==> config.mk <==
export PLATFORM = sky130hd
export DESIGN_NAME = pipe_rca
export DESIGN_NICKNAME = d
export VERILOG_FILES = /design/src/rtl/pipe_rca.sv
export SDC_FILE = /design/constraint.sdc
export NUM_CORES = 1
export LEC_CHECK = 0
export ABC_AREA = 1
export BUFFER_PORTS_ARGS = -buffer_cell sky130_fd_sc_hd__clkbuf_2
export CAP_MARGIN = 40
export CORE_MARGIN = 4
export CORE_UTILIZATION = 54
export CTS_BUF_LIST = sky130_fd_sc_hd__clkbuf_8
export DETAILED_ROUTE_END_ITERATION = 7
export HOLD_SLACK_MARGIN = 0.06
export PLACE_DENSITY = 0.75
export SYNTH_ARGS = -nofsm -noshare
export SYNTH_HDL_FRONTEND = slang
export SYNTH_SLANG_ARGS = --single-unit
==> constraint.sdc <==
create_clock -name clk -period 2.37 [get_ports clk]
set_input_delay 0.237 -clock clk [delete_from_list [all_inputs] [get_ports clk]]
set_output_delay 0.237 -clock clk [all_outputs]
set_load 0.01 [all_outputs]
==> src/rtl/pipe_rca.sv <==
// pipe_rca: first-order Boolean-masked ripple-carry adder, one pipeline stage
// per sum bit plus a final unmasking stage (latency W+1, throughput 1).
// Operands arrive as two shares (A = a0^a1, B = b0^b1). Every intermediate
// value stays split into two shares until the final stage. Carries use
// domain-oriented masked ANDs.
// Optional feature: define PIPE_RCA_LFSR_EN to draw the fresh mask bits from
// an internal 16-bit Galois LFSR. Otherwise the mask bits are tied to 0; the
// result is identical but the design is unprotected.
// Handshake: no backpressure. in_valid/operands are sampled on every rising
// edge. out_valid marks that sum holds the result of a valid input.
module pipe_rca #(
  parameter int          W         = 4,
  parameter logic [15:0] LFSR_SEED = 16'hACE1
) (
  input  logic         clk,
  input  logic         rst,
  input  logic         in_valid,
  input  logic [W-1:0] a0,
  input  logic [W-1:0] a1,
  input  logic [W-1:0] b0,
  input  logic [W-1:0] b1,
  output logic [W:0]   sum,
  output logic         out_valid
);

  // two fresh mask bits per stage: [2k] for a&b, [2k+1] for p&cin
  logic [2*W-1:0] rnd;

`ifdef PIPE_RCA_LFSR_EN
  logic [15:0] lfsr_q;

  // Galois LFSR, x^16+x^14+x^13+x^11+1, one step per cycle
  always_ff @(posedge clk or posedge rst) begin
    if (rst) lfsr_q <= LFSR_SEED;
    else     lfsr_q <= {1'b0, lfsr_q[15:1]} ^ (lfsr_q[0] ? 16'hB400 : 16'h0000);
  end

  // bits are distinct for W <= 8; wider adders reuse LFSR bits
  always_comb begin
    rnd = '0;
    for (int i = 0; i < 2*W; i++) rnd[i] = lfsr_q[i[3:0]];
  end
`else
  assign rnd = '0;
`endif

  // Stage registers. Operand shares are kept shifted right so that stage k
  // always consumes bit 0 of what it receives.
  logic [W-1:0] a0_q [W];
  logic [W-1:0] a1_q [W];
  logic [W-1:0] b0_q [W];
  logic [W-1:0] b1_q [W];
  logic [W-1:0] s0_q [W];
  logic [W-1:0] s1_q [W];
  // DOM partial products: gi/gx for a&b, ti/tx for p&cin (inner / cross)
  logic gi0_q [W];
  logic gi1_q [W];
  logic gx0_q [W];
  logic gx1_q [W];
  logic ti0_q [W];
  logic ti1_q [W];
  logic tx0_q [W];
  logic tx1_q [W];
  logic vld_q [W];

  // stage inputs and next-state values
  logic [W-1:0] ia0 [W];
  logic [W-1:0] ia1 [W];
  logic [W-1:0] ib0 [W];
  logic [W-1:0] ib1 [W];
  logic [W-1:0] is0 [W];
  logic [W-1:0] is1 [W];
  logic [W-1:0] ns0 [W];
  logic [W-1:0] ns1 [W];
  logic         ic0 [W];
  logic         ic1 [W];
  logic         iv  [W];
  logic         p0  [W];
  logic         p1  [W];
  logic         cw0;
  logic         cw1;

  // route shares into each stage and compress the previous stage's carry
  always_comb begin
    ia0[0] = a0;
    ia1[0] = a1;
    ib0[0] = b0;
    ib1[0] = b1;
    is0[0] = '0;
    is1[0] = '0;
    ic0[0] = 1'b0;
    ic1[0] = 1'b0;
    iv[0]  = in_valid;
    for (int k = 1; k < W; k++) begin
      ia0[k] = a0_q[k-1];
      ia1[k] = a1_q[k-1];
      ib0[k] = b0_q[k-1];
      ib1[k] = b1_q[k-1];
      is0[k] = s0_q[k-1];
      is1[k] = s1_q[k-1];
      ic0[k] = gi0_q[k-1] ^ gx0_q[k-1] ^ ti0_q[k-1] ^ tx0_q[k-1];
      ic1[k] = gi1_q[k-1] ^ gx1_q[k-1] ^ ti1_q[k-1] ^ tx1_q[k-1];
      iv[k]  = vld_q[k-1];
    end
    for (int k = 0; k < W; k++) begin
      p0[k]  = ia0[k][0] ^ ib0[k][0];
      p1[k]  = ia1[k][0] ^ ib1[k][0];
      // bit k of the sum shares is still zero here, so OR inserts it
      ns0[k] = is0[k] | (W'(p0[k] ^ ic0[k]) << k);
      ns1[k] = is1[k] | (W'(p1[k] ^ ic1[k]) << k);
    end
    cw0 = gi0_q[W-1] ^ gx0_q[W-1] ^ ti0_q[W-1] ^ tx0_q[W-1];
    cw1 = gi1_q[W-1] ^ gx1_q[W-1] ^ ti1_q[W-1] ^ tx1_q[W-1];
  end

  // per-bit stages: register sum shares and masked AND partial products
  always_ff @(posedge clk or posedge rst) begin
    if (rst) begin
      for (int k = 0; k < W; k++) begin
        a0_q[k]  <= '0;
        a1_q[k]  <= '0;
        b0_q[k]  <= '0;
        b1_q[k]  <= '0;
        s0_q[k]  <= '0;
        s1_q[k]  <= '0;
        gi0_q[k] <= 1'b0;
        gi1_q[k] <= 1'b0;
        gx0_q[k] <= 1'b0;
        gx1_q[k] <= 1'b0;
        ti0_q[k] <= 1'b0;
        ti1_q[k] <= 1'b0;
        tx0_q[k] <= 1'b0;
        tx1_q[k] <= 1'b0;
        vld_q[k] <= 1'b0;
      end
    end else begin
      for (int k = 0; k < W; k++) begin
        a0_q[k]  <= ia0[k] >> 1;
        a1_q[k]  <= ia1[k] >> 1;
        b0_q[k]  <= ib0[k] >> 1;
        b1_q[k]  <= ib1[k] >> 1;
        s0_q[k]  <= ns0[k];
        s1_q[k]  <= ns1[k];
        gi0_q[k] <= ia0[k][0] & ib0[k][0];
        gi1_q[k] <= ia1[k][0] & ib1[k][0];
        gx0_q[k] <= (ia0[k][0] & ib1[k][0]) ^ rnd[2*k];
        gx1_q[k] <= (ia1[k][0] & ib0[k][0]) ^ rnd[2*k];
        ti0_q[k] <= p0[k] & ic0[k];
        ti1_q[k] <= p1[k] & ic1[k];
        tx0_q[k] <= (p0[k] & ic1[k]) ^ rnd[2*k+1];
        tx1_q[k] <= (p1[k] & ic0[k]) ^ rnd[2*k+1];
        vld_q[k] <= iv[k];
      end
    end
  end

  // final stage: recombine the shares into the plain result
  always_ff @(posedge clk or posedge rst) begin
    if (rst) begin
      sum       <= '0;
      out_valid <= 1'b0;
    end else begin
      sum       <= {cw0 ^ cw1, s0_q[W-1] ^ s1_q[W-1]};
      out_valid <= vld_q[W-1];
    end
  end

endmodule

==> impl_metrics.yaml, run 1 <==
worst_hold_path:
  hp-class: "in2reg"
  whs_path_depth: 3
  hp-start: "b1[0]"
  holdPathEnd: "gx0_q[3]"
clocking:
  htreeDepth: 3
  clk_pin_slew_worst_paths_ns: 0.08
  clock_sinks: 82
  cts_setup_buffers: 0
  clk-insertion-delay-late_ns: 0.34
  numCtsBuffers: 9
  cts_buffer_depth: 2
  root_buffer: "clkbuf_8"
  cts_tree: "built"
setup_path:
  critPathLaunch: "gx1_q[2]"
  critPathLaunchType: "flip-flop"
  path_max_fanout: 2
  worst_setup_path_end_kind: "flip-flop"
  critPathKind: "reg2reg"
  worstPathRequired_ns: 2.59
  rr_endpoint: "is1[2]"
  reg2reg_from: "gx1_q[2]"
  rrSetupSlack_ns: 1.21
  rr_worst_depth: 5
  arrival_ns: 1.38
pwr:
  ir_worst_vdd_mv: 0.623
  p_leak_nw: 1.75
  p_per_area_nw_per_um2: 917
synth:
  ys_top_cells_by_area: "dfrtp_1 (74%), nand2_1 (6.5%), ha_1 (6.3%), inv_1 (3.0%), xor2_1 (2.5%)"
  yosysMostFrequentCell: "dfrtp_1"
  yosys_warnings: 0
  syn_nets: 230
  avgSynthCellArea_um2: 14.1
  ys.flop_type: "dfrtp_1"
  mappedNetlistArea_um2: 2770
  synthAdderAreaFrac: 0.0632
  post_synth_num_cell_types: 13
  synth_common_cells: "dfrtp_1 (82), nand2_1 (48), inv_1 (22), ha_1 (14), xor2_1 (8)"
  synthCells: 197
  synth-simple-area-share: 0.0758
  seq_area_frac_synth: 0.740
  synth-edff-count: 0
  synthArstFlopShare: 1.00
  synth_compound_area_frac: 0.0217
  synth_top_cell_area_share: 0.740
  synth_top_family_by_area: "simple AND/OR/NAND/NOR gates"
  synth_top_area_cell: "dfrtp_1"
  synth_xor_xnor_area_share: 0.0677
  synth_mux_area_frac: 0
  ys_seq_elements: 82
die:
  die_x_um: 79.6
  die_area_um2: 6340
  fp.dieH_um: 79.6
  io_pins: 25
  core_region_area_um2: 4850
  start_util: 0.572
  rows: 25
final_layout:
  finish.instance_area_um2: 3370
  instances_no_fill: 319
  n_fill_cell: 343
  fin_nets: 280
  area_growth_syn_to_layout_pct: 21.7
  antenna-diode-count: 0
  postLayoutCoreUtil: 0.696
  drive_gt1_frac: 0.202
timing:
  worst_slew_pin_slew_ns: 0.640
  period_minus_slack_ns: 1.16
  hold_violations: 0
  skew_ns: 0.00565
  period_share: 0.489
  setup_tns_ns: 0
  maxSlewHeadroom: 0.573
  layout_setup_ws_ns: 1.21
  rsz0062_at_grt: "false"
  final-max-slew-violation-count: 0
  setup-violations-final: 0
  max_freq_ghz: 0.863
detailed_routing:
  viasPerCell: 4.33
  ant_nets: 0
  drt_iter0_markers: 67
  first_pass_iters: 4
  vias: 1382
  finalWirelength_um: 3400
  routedWlPerCell_um: 10.7
  drc: 0
job:
  cap_violations: 0
global_route:
  grtUsageTotal: 0.136
  overflow: 0
  grt_antenna_before_repair: 0
  grt_max_degree: 45
  grt_pass1_vias: 1433
  grt_pass1_wl_um: 6150
outcome:
  status: "complete, no violations"
place:
  dpl_worst_slack_ns: 1.21
  gp_congestion: 0.742
  hpwl_um: 2250
  dp_cells: 289
  postPlaceCellArea_um2: 3000
  portBuffers: 24
-- metrics by stage --
stage,total power (W),hold WS [ns]
CTS,0.00314,0.0833
finish,0.00309,0.0982
global placement,0.00197,0.324
floorplan,0.00187,0.268
detailed placement,0.00199,0.330
global route,0.00327,0.0867
-- metal layers --
| layer | track usage | vias up | wire [um] |
|---|---|---|---|
| met2 | 0.225 | 26 | 1840 |
| met3 | 0.0587 | 10 | 171 |
| met5 | 0 | - | 0 |
| li1 | - | 699 | - |
| met4 | 0.0825 | 0 | 97 |
| met1 | 0.142 | 647 | 1290 |
-- critical path, cell delays in order, from the launching register on --
cell     delay (ns)
dfrtp_1        0.40
xnor2_2        0.17
inv_1          0.05
nand2_1        0.09
nand2_1        0.06
ha_1           0.28
-- final cells by class --
type | instances | area, um2 | share of cell area
Sequential cell | 82 | 2050 | 0.608
Clock inverter | 5 | 85.1 | 0.0252
Tap cell | 67 | 83.8 | 0.0249
Inverter | 23 | 87.6 | 0.0260
Clock buffer | 11 | 151 | 0.0449
Timing Repair Buffer | 39 | 280 | 0.0831
Multi-Input combinational cell | 92 | 633 | 0.188
-- placed cells by master (no fill, tap or decap), drive strengths merged --
| master | instances |
|---|---|
| a21boi | 6 |
| nor2 | 4 |
| xor2 | 8 |
| xnor2 | 10 |
| clkinvlp | 1 |
| dlygate4sd3 | 14 |
| nand2 | 48 |
| clkinv | 3 |
| dfrtp | 82 |
| inv | 22 |
| ha | 14 |
| clkbuf | 35 |
| bufinv | 2 |
| or2 | 2 |
| buf | 1 |
-- sequential cells by signal (all words and copies together), names as in the netlist --
signal / count
is1: 6
vld_q: 1
gi0_q: 4
s1_q: 4
b0_q: 6
is0: 6
s0_q: 4
ti0_q: 3
gx1_q: 4
iv: 3
sum: 5
tx0_q: 3
tx1_q: 3
ti1_q: 3
gx0_q: 4
b1_q: 6
gi1_q: 4
a1_q: 6
out_valid: 1
a0_q: 6
-- report_power, final --
group	leakage [nW]	switching [W]	internal [W]
logic	0.642	0.000174	0.000159
clock network	0.116	0.000468	0.000656
registers	0.994	0.0000710	0.00157
-- what timing repair did --
action | 4_1_cts | 5_1_grt
hold endpoints to repair | 51 | 0
resized for setup | 0 | 0
hold buffers | 14 | 0
-- worst max path at each step --
stage,to,slack [ns],depth (start not counted)
after floorplan,a0_q[12],0.02,1
after global placement,is0[2],1.24,5
after detailed placement,is1[2],1.21,5
after CTS,b0_q[12],1.20,4
after global routing,b0_q[13],1.11,4
final,is1[2],1.21,5
-- cells by family (layout without fill, tap and decap cells) --
group / after synthesis / in the layout
XOR/XNOR: 18 / 18
adder cells (fa/ha/maj): 14 / 14
AND/OR/NAND/NOR: 54 / 54
AO/OA/AOI/OAI: 6 / 6
flip-flops: 82 / 82
buffers and inverters: 23 / 78
(Power assumes the default switching activity.)
==> run 2: changes to the inputs <==
- CORE_UTILIZATION: 54 -> 56
- clock period: 2.37 -> 1.2 ns (I/O delays scaled with it)
==> run 2 against run 1 <==
Combinational power increased by 110%. Critical endpoint is now gx0_q[3]. Highest routed layer unchanged. Core utilization increased by 1.7 points. Clock power increased by 46%. Largest cell class unchanged.
==> impl_metrics.yaml, run 2 (synthesis gave the netlist of run 1 again) <==
die:
  fp.dieH_um: 78.4
  start_util: 0.583
  core_region_area_um2: 4750
  die_x_um: 78.4
  rows: 25
  die_area_um2: 6140
  io_pins: 25
final_layout:
  area_growth_syn_to_layout_pct: 22.3
  final_common_cell: "dfrtp_1"
  layout_common_cells: "dfrtp_1 (82), nand2_1 (44), inv_1 (24)"
  antenna-diode-count: 0
  drive_gt1_frac: 0.212
  finish.instance_area_um2: 3390
  fin_nets: 287
worst_hold_path:
  whs_path_depth: 0
  hp-class: "reg2reg"
  hp-start: "is0[1]"
  holdPathEnd: "s0_q[1]"
place:
  postPlaceCellArea_um2: 3010
  gp_congestion: 0.766
  portBuffers: 24
  hpwl_um: 2300
pwr:
  fin_total_pwr_w: 0.00558
  p_clk_frac: 0.293
  p_switching_w: 0.00137
  switching_share: 0.246
  combPwrFrac: 0.127
  p_per_area_nw_per_um2: 1650
  p_int_w: 0.00421
  ir_worst_vdd_mv: 1.05
  p_leak_nw: 1.77
  seqPwrFrac: 0.580
setup_path:
  rrSetupSlack_ns: 0.06
  worst_setup_path_end_kind: "flip-flop"
  arrival_ns: 1.40
  critPathKind: "in2reg"
  worstPathRequired_ns: 1.43
  path_cells: "dlygate4sd3_1 > clkbuf_2 > nand2_1 > dlygate4sd3_1 > inv_1"
  rr_endpoint: "s1_q[3]"
  rr_worst_depth: 5
  slowest_stage: "dlygate4sd3_1"
  path_max_fanout: 2
  crit_top_cell: "dlygate4sd3_1"
  critPathLaunchType: "primary input"
  reg2reg_from: "gi1_q[1]"
  worst_path_largest_cell_delay_ns: 0.54
detailed_routing:
  drc: 0
  first_pass_iters: 2
  drt_iter0_markers: 39
  viasPerCell: 4.38
  finalWirelength_um: 3640
  routedWlPerCell_um: 11.2
  vias: 1428
  ant_nets: 0
clocking:
  root_buffer: "clkbuf_8"
  clk_pin_slew_worst_paths_ns: 0.07
  clk-insertion-delay-late_ns: 0.33
  cts_tree: "built"
  numCtsBuffers: 9
  cts_buffer_depth: 2
  htreeDepth: 3
  clock_sinks: 82
timing:
  period_share: 0.973
  period_minus_slack_ns: 1.17
  worst_slew_pin_slew_ns: 0.295
  rsz0062_at_grt: "true"
  skew_ns: 0.00857
  maxSlewHeadroom: 0.803
  hold_violations: 0
  max_freq_ghz: 0.856
  setup-violations-final: 0
  final-max-slew-violation-count: 0
  hold_ws_ns: 0.347
global_route:
  grt_pass1_wl_um: 6610
  overflow: 0
  grt_antenna_before_repair: 0
  grtUsageTotal: 0.147
  grt_max_degree: 62
  grt_pass1_vias: 1540
outcome:
  status: "complete, no violations"
job:
  cap_violations: 0
run 2: cell count changes in the layout (fill, tap and decap cells not counted), moves of 2 or more:
| cell | change |
|---|---|
| buf_4 | +3 |
| bufinv_16 | -2 |
| clkinv_2 | +2 |
| dlygate4sd3_1 | +5 |
| inv_1 | +3 |
| nand2_1 | -4 |
| nand2_2 | +4 |
run 2: worst max-delay path by stage:
stage	start	to	slack [ns]	depth (start not counted)
final	a0[0]	gx0_q[3]	0.03	5
after global routing	gi1_q[1]	s1_q[3]	-0.04	5
after CTS	gx0_q[1]	s0_q[3]	0.01	5
after detailed placement	gx0_q[1]	s0_q[3]	0.02	5
after global placement	gx1_q[1]	s1_q[3]	0.07	5
after floorplan	tx0_q[2]	is0[2]	0.11	5
run 2: power groups by stage:
stage | clock (W) | combinational (W) | sequential (W)
floorplan | 0 | 0.000400 | 0.00330
global placement | 0 | 0.000618 | 0.00328
detailed placement | 0 | 0.000645 | 0.00329
CTS | 0.00171 | 0.000699 | 0.00324
global route | 0.00184 | 0.000825 | 0.00328
finish | 0.00164 | 0.000708 | 0.00324
run 2: worst max-delay path: cells and delay by family:
family	cells	cell delay [ns]
buffers and inverters	4	1.23
and+or+nand+nor	1	0.05
run 2: stage by stage:
step / cells / setup slack (ns) / utilization / setup TNS (ns)
after floorplan: 197 / 0.114 / - / 0
after global placement: 290 / 0.0674 / 0.632 / 0
after detailed placement: 290 / 0.0246 / 0.632 / 0
after CTS: 326 / 0.0147 / 0.709 / 0
after global routing: 326 / -0.0440 / 0.713 / -0.0440
final: 326 / 0.0321 / 0.713 / 0
run 2: layer usage:
layer / vias up / share of wire / track usage
li1: 712 / - / -
met1: 687 / 0.37 / 0.161
met2: 21 / 0.57 / 0.253
met3: 8 / 0.040 / 0.0516
met4: 0 / 0.019 / 0.0734
met5: - / 0 / 0
run 2: what timing repair did:
action                                  4_1_cts  5_1_grt
setup buffers                                 0        2
hold buffers                                 20        0
endpoints found under the setup margin        0        5
endpoints found under the hold margin       101        0
resized for setup                             0        5
run 2: cell type report:
cell class	count	area, um2
sequential	82	2050
tap	67	83.8
fill	343	1370
timing repair buffer	46	348
inverter	23	90.1
clock inverter	6	26.3
multi-input combinational	92	651
clock buffer	10	138
==> run 3: changes to the inputs <==
- ABC_AREA: 1 -> unset
==> run 3 against run 2 <==
Final area decreased by 7.3%. Wire length decreased by 16%. Die area decreased by 7.6%. Critical path depth decreased by 2. Critical path type is now reg2reg.
==> impl_metrics.yaml, run 3 <==
outcome:
  status: "complete, no violations"
timing:
  rsz0062_at_grt: "true"
  maxSlewHeadroom: 0.738
  period_share: 0.999
  hold_violations: 0
  final-max-slew-violation-count: 0
  setup_tns_ns: 0
  skew_ns: 0.00530
  max_freq_ghz: 0.834
  hold_ws_ns: 0.349
  period_minus_slack_ns: 1.20
  setup-violations-final: 0
  worst_slew_pin_slew_ns: 0.394
synth:
  yosysMostFrequentCell: "dfrtp_1"
  synthCells: 136
  post_synth_num_cell_types: 6
  synth-edff-count: 0
  synthArstFlopShare: 1.00
  ys_seq_elements: 82
  synth_common_cells: "dfrtp_1 (82), and2_1 (14), ha_1 (14), xnor2_1 (14), xor2_1 (11)"
  ys.flop_type: "dfrtp_1"
  mappedNetlistArea_um2: 2540
  syn_nets: 169
  synth_top_cell_area_share: 0.809
  ys_top_cells_by_area: "dfrtp_1 (81%), ha_1 (6.9%), xnor2_1 (4.8%), xor2_1 (3.8%), and2_1 (3.5%)"
  yosys_warnings: 0
  synth_top_area_cell: "dfrtp_1"
  avgSynthCellArea_um2: 18.7
  seq_area_frac_synth: 0.809
detailed_routing:
  ant_nets: 0
  vias: 1137
  first_pass_iters: 4
  finalWirelength_um: 3070
  drc: 0
  viasPerCell: 4.58
  drt_iter0_markers: 57
  routedWlPerCell_um: 12.4
setup_path:
  rrSetupSlack_ns: 0.001
  reg2reg_from: "ti0_q[2]"
  crit_top_cell: "xnor2_2"
  path_max_fanout: 2
  worst_path_largest_cell_delay_ns: 0.40
  cp_num_cells: 3
  worst_setup_path_end_kind: "flip-flop"
  arrival_ns: 1.40
  crit_family: "flip-flops"
  critPathKind: "reg2reg"
  critPathLaunchType: "flip-flop"
  slowest_stage: "dfrtp_1"
  rr_worst_depth: 3
  rr_endpoint: "is0[2]"
  path_cells: "xnor2_2 > xnor2_2 > ha_1"
  worstPathRequired_ns: 1.41
  critPathLaunch: "ti0_q[2]"
  setup.worst_path.end: "is0[2]"
  path_buf_inv: 0
clocking:
  cts_tree: "built"
  htreeDepth: 3
  root_buffer: "clkbuf_8"
  clk-insertion-delay-late_ns: 0.32
  numCtsBuffers: 9
  clk_pin_slew_worst_paths_ns: 0.07
  clock_sinks: 82
  cts_buffer_depth: 2
pwr:
  p_per_area_nw_per_um2: 1820
  p_int_w: 0.00442
  p_clk_frac: 0.301
  p_leak_nw: 1.53
  p_switching_w: 0.00129
  combPwrFrac: 0.123
  switching_share: 0.226
  ir_worst_vdd_mv: 1.10
  seqPwrFrac: 0.576
  fin_total_pwr_w: 0.00571
final_layout:
  final_common_cell: "dfrtp_1"
  area_growth_syn_to_layout_pct: 23.7
  finish.instance_area_um2: 3140
  antenna-diode-count: 0
  drive_gt1_frac: 0.224
  fin_nets: 224
  layout_common_cells: "dfrtp_1 (82), clkbuf_2 (24), dlygate4sd3_1 (18)"
die:
  core_region_area_um2: 4380
  io_pins: 25
  die_area_um2: 5670
  start_util: 0.579
  die_x_um: 75.3
  rows: 24
  fp.dieH_um: 75.3
place:
  hpwl_um: 1950
  portBuffers: 24
  postPlaceCellArea_um2: 2750
  gp_congestion: 0.706
job:
  cap_violations: 0
global_route:
  grt_max_degree: 83
  grt_antenna_before_repair: 0
  grt_pass1_vias: 1264
  grt_pass1_wl_um: 5510
  grtUsageTotal: 0.140
  overflow: 0
worst_hold_path:
  hp-class: "reg2reg"
[run 3: kinds of logic after synthesis]
family                     synth area share
and+or+nand+nor                      0.0345
buffers and inverters               0.00148
DFF                                   0.809
adders and majority gates            0.0690
xor gates and xnor gates             0.0863
[run 3: worst min path at each step]
stage,startpoint,slack (ns),to,cells after the start
floorplan,a0[1],0.15,a0_q[12],0
global placement,a1[3],0.23,a1_q[14],1
detailed placement,a1[1],0.23,a1_q[12],1
CTS,a0_q[9],0.35,a0_q[4],0
global route,is1[1],0.36,s1_q[1],0
finish,vld_q[0],0.35,out_valid,0
[run 3: cell type report]
class                      count  area (um2)
clock buffer                  12         165
clock inverter                 4        17.5
fill                         279        1240
inverter                       1        7.51
multi-input combinational     53         504
sequential                    82        2050
tap                           52        65.1
timing repair buffer          44         328
[run 3: power by group through the flow]
stage	registers, W	clock network [W]	logic [W]
after floorplan	0.00335	0	0.000393
after global placement	0.00332	0	0.000599
after detailed placement	0.00334	0	0.000646
after CTS	0.00329	0.00178	0.000708
after global routing	0.00333	0.00192	0.000795
final	0.00329	0.00172	0.000702
[run 3: what timing repair did]
item / 4_1_cts / 5_1_grt
hold endpoints to repair: 101 / 0
buffers inserted: 1 / 0
endpoints found under the setup margin: 1 / 4
resized for setup: 0 / 3
pin swaps: 3 / 3
hold buffers: 18 / 0
[run 3: stage by stage]
| stage | util | setup WS [ns] | instances |
|---|---|---|---|
| CTS | 0.711 | -0.00173 | 248 |
| global route | 0.716 | -0.0432 | 248 |
| detailed placement | 0.626 | -0.0217 | 213 |
| floorplan | - | 0.142 | 136 |
| finish | 0.716 | 0.00101 | 248 |
| global placement | 0.626 | 0.0345 | 213 |
[run 3: routing by layer]
metal	vias to the layer above	part of all wire	GRT usage
li1	536	-	-
met3	9	0.052	0.0541
met5	-	0	0
met2	30	0.54	0.229
met1	562	0.37	0.155
met4	0	0.030	0.0835
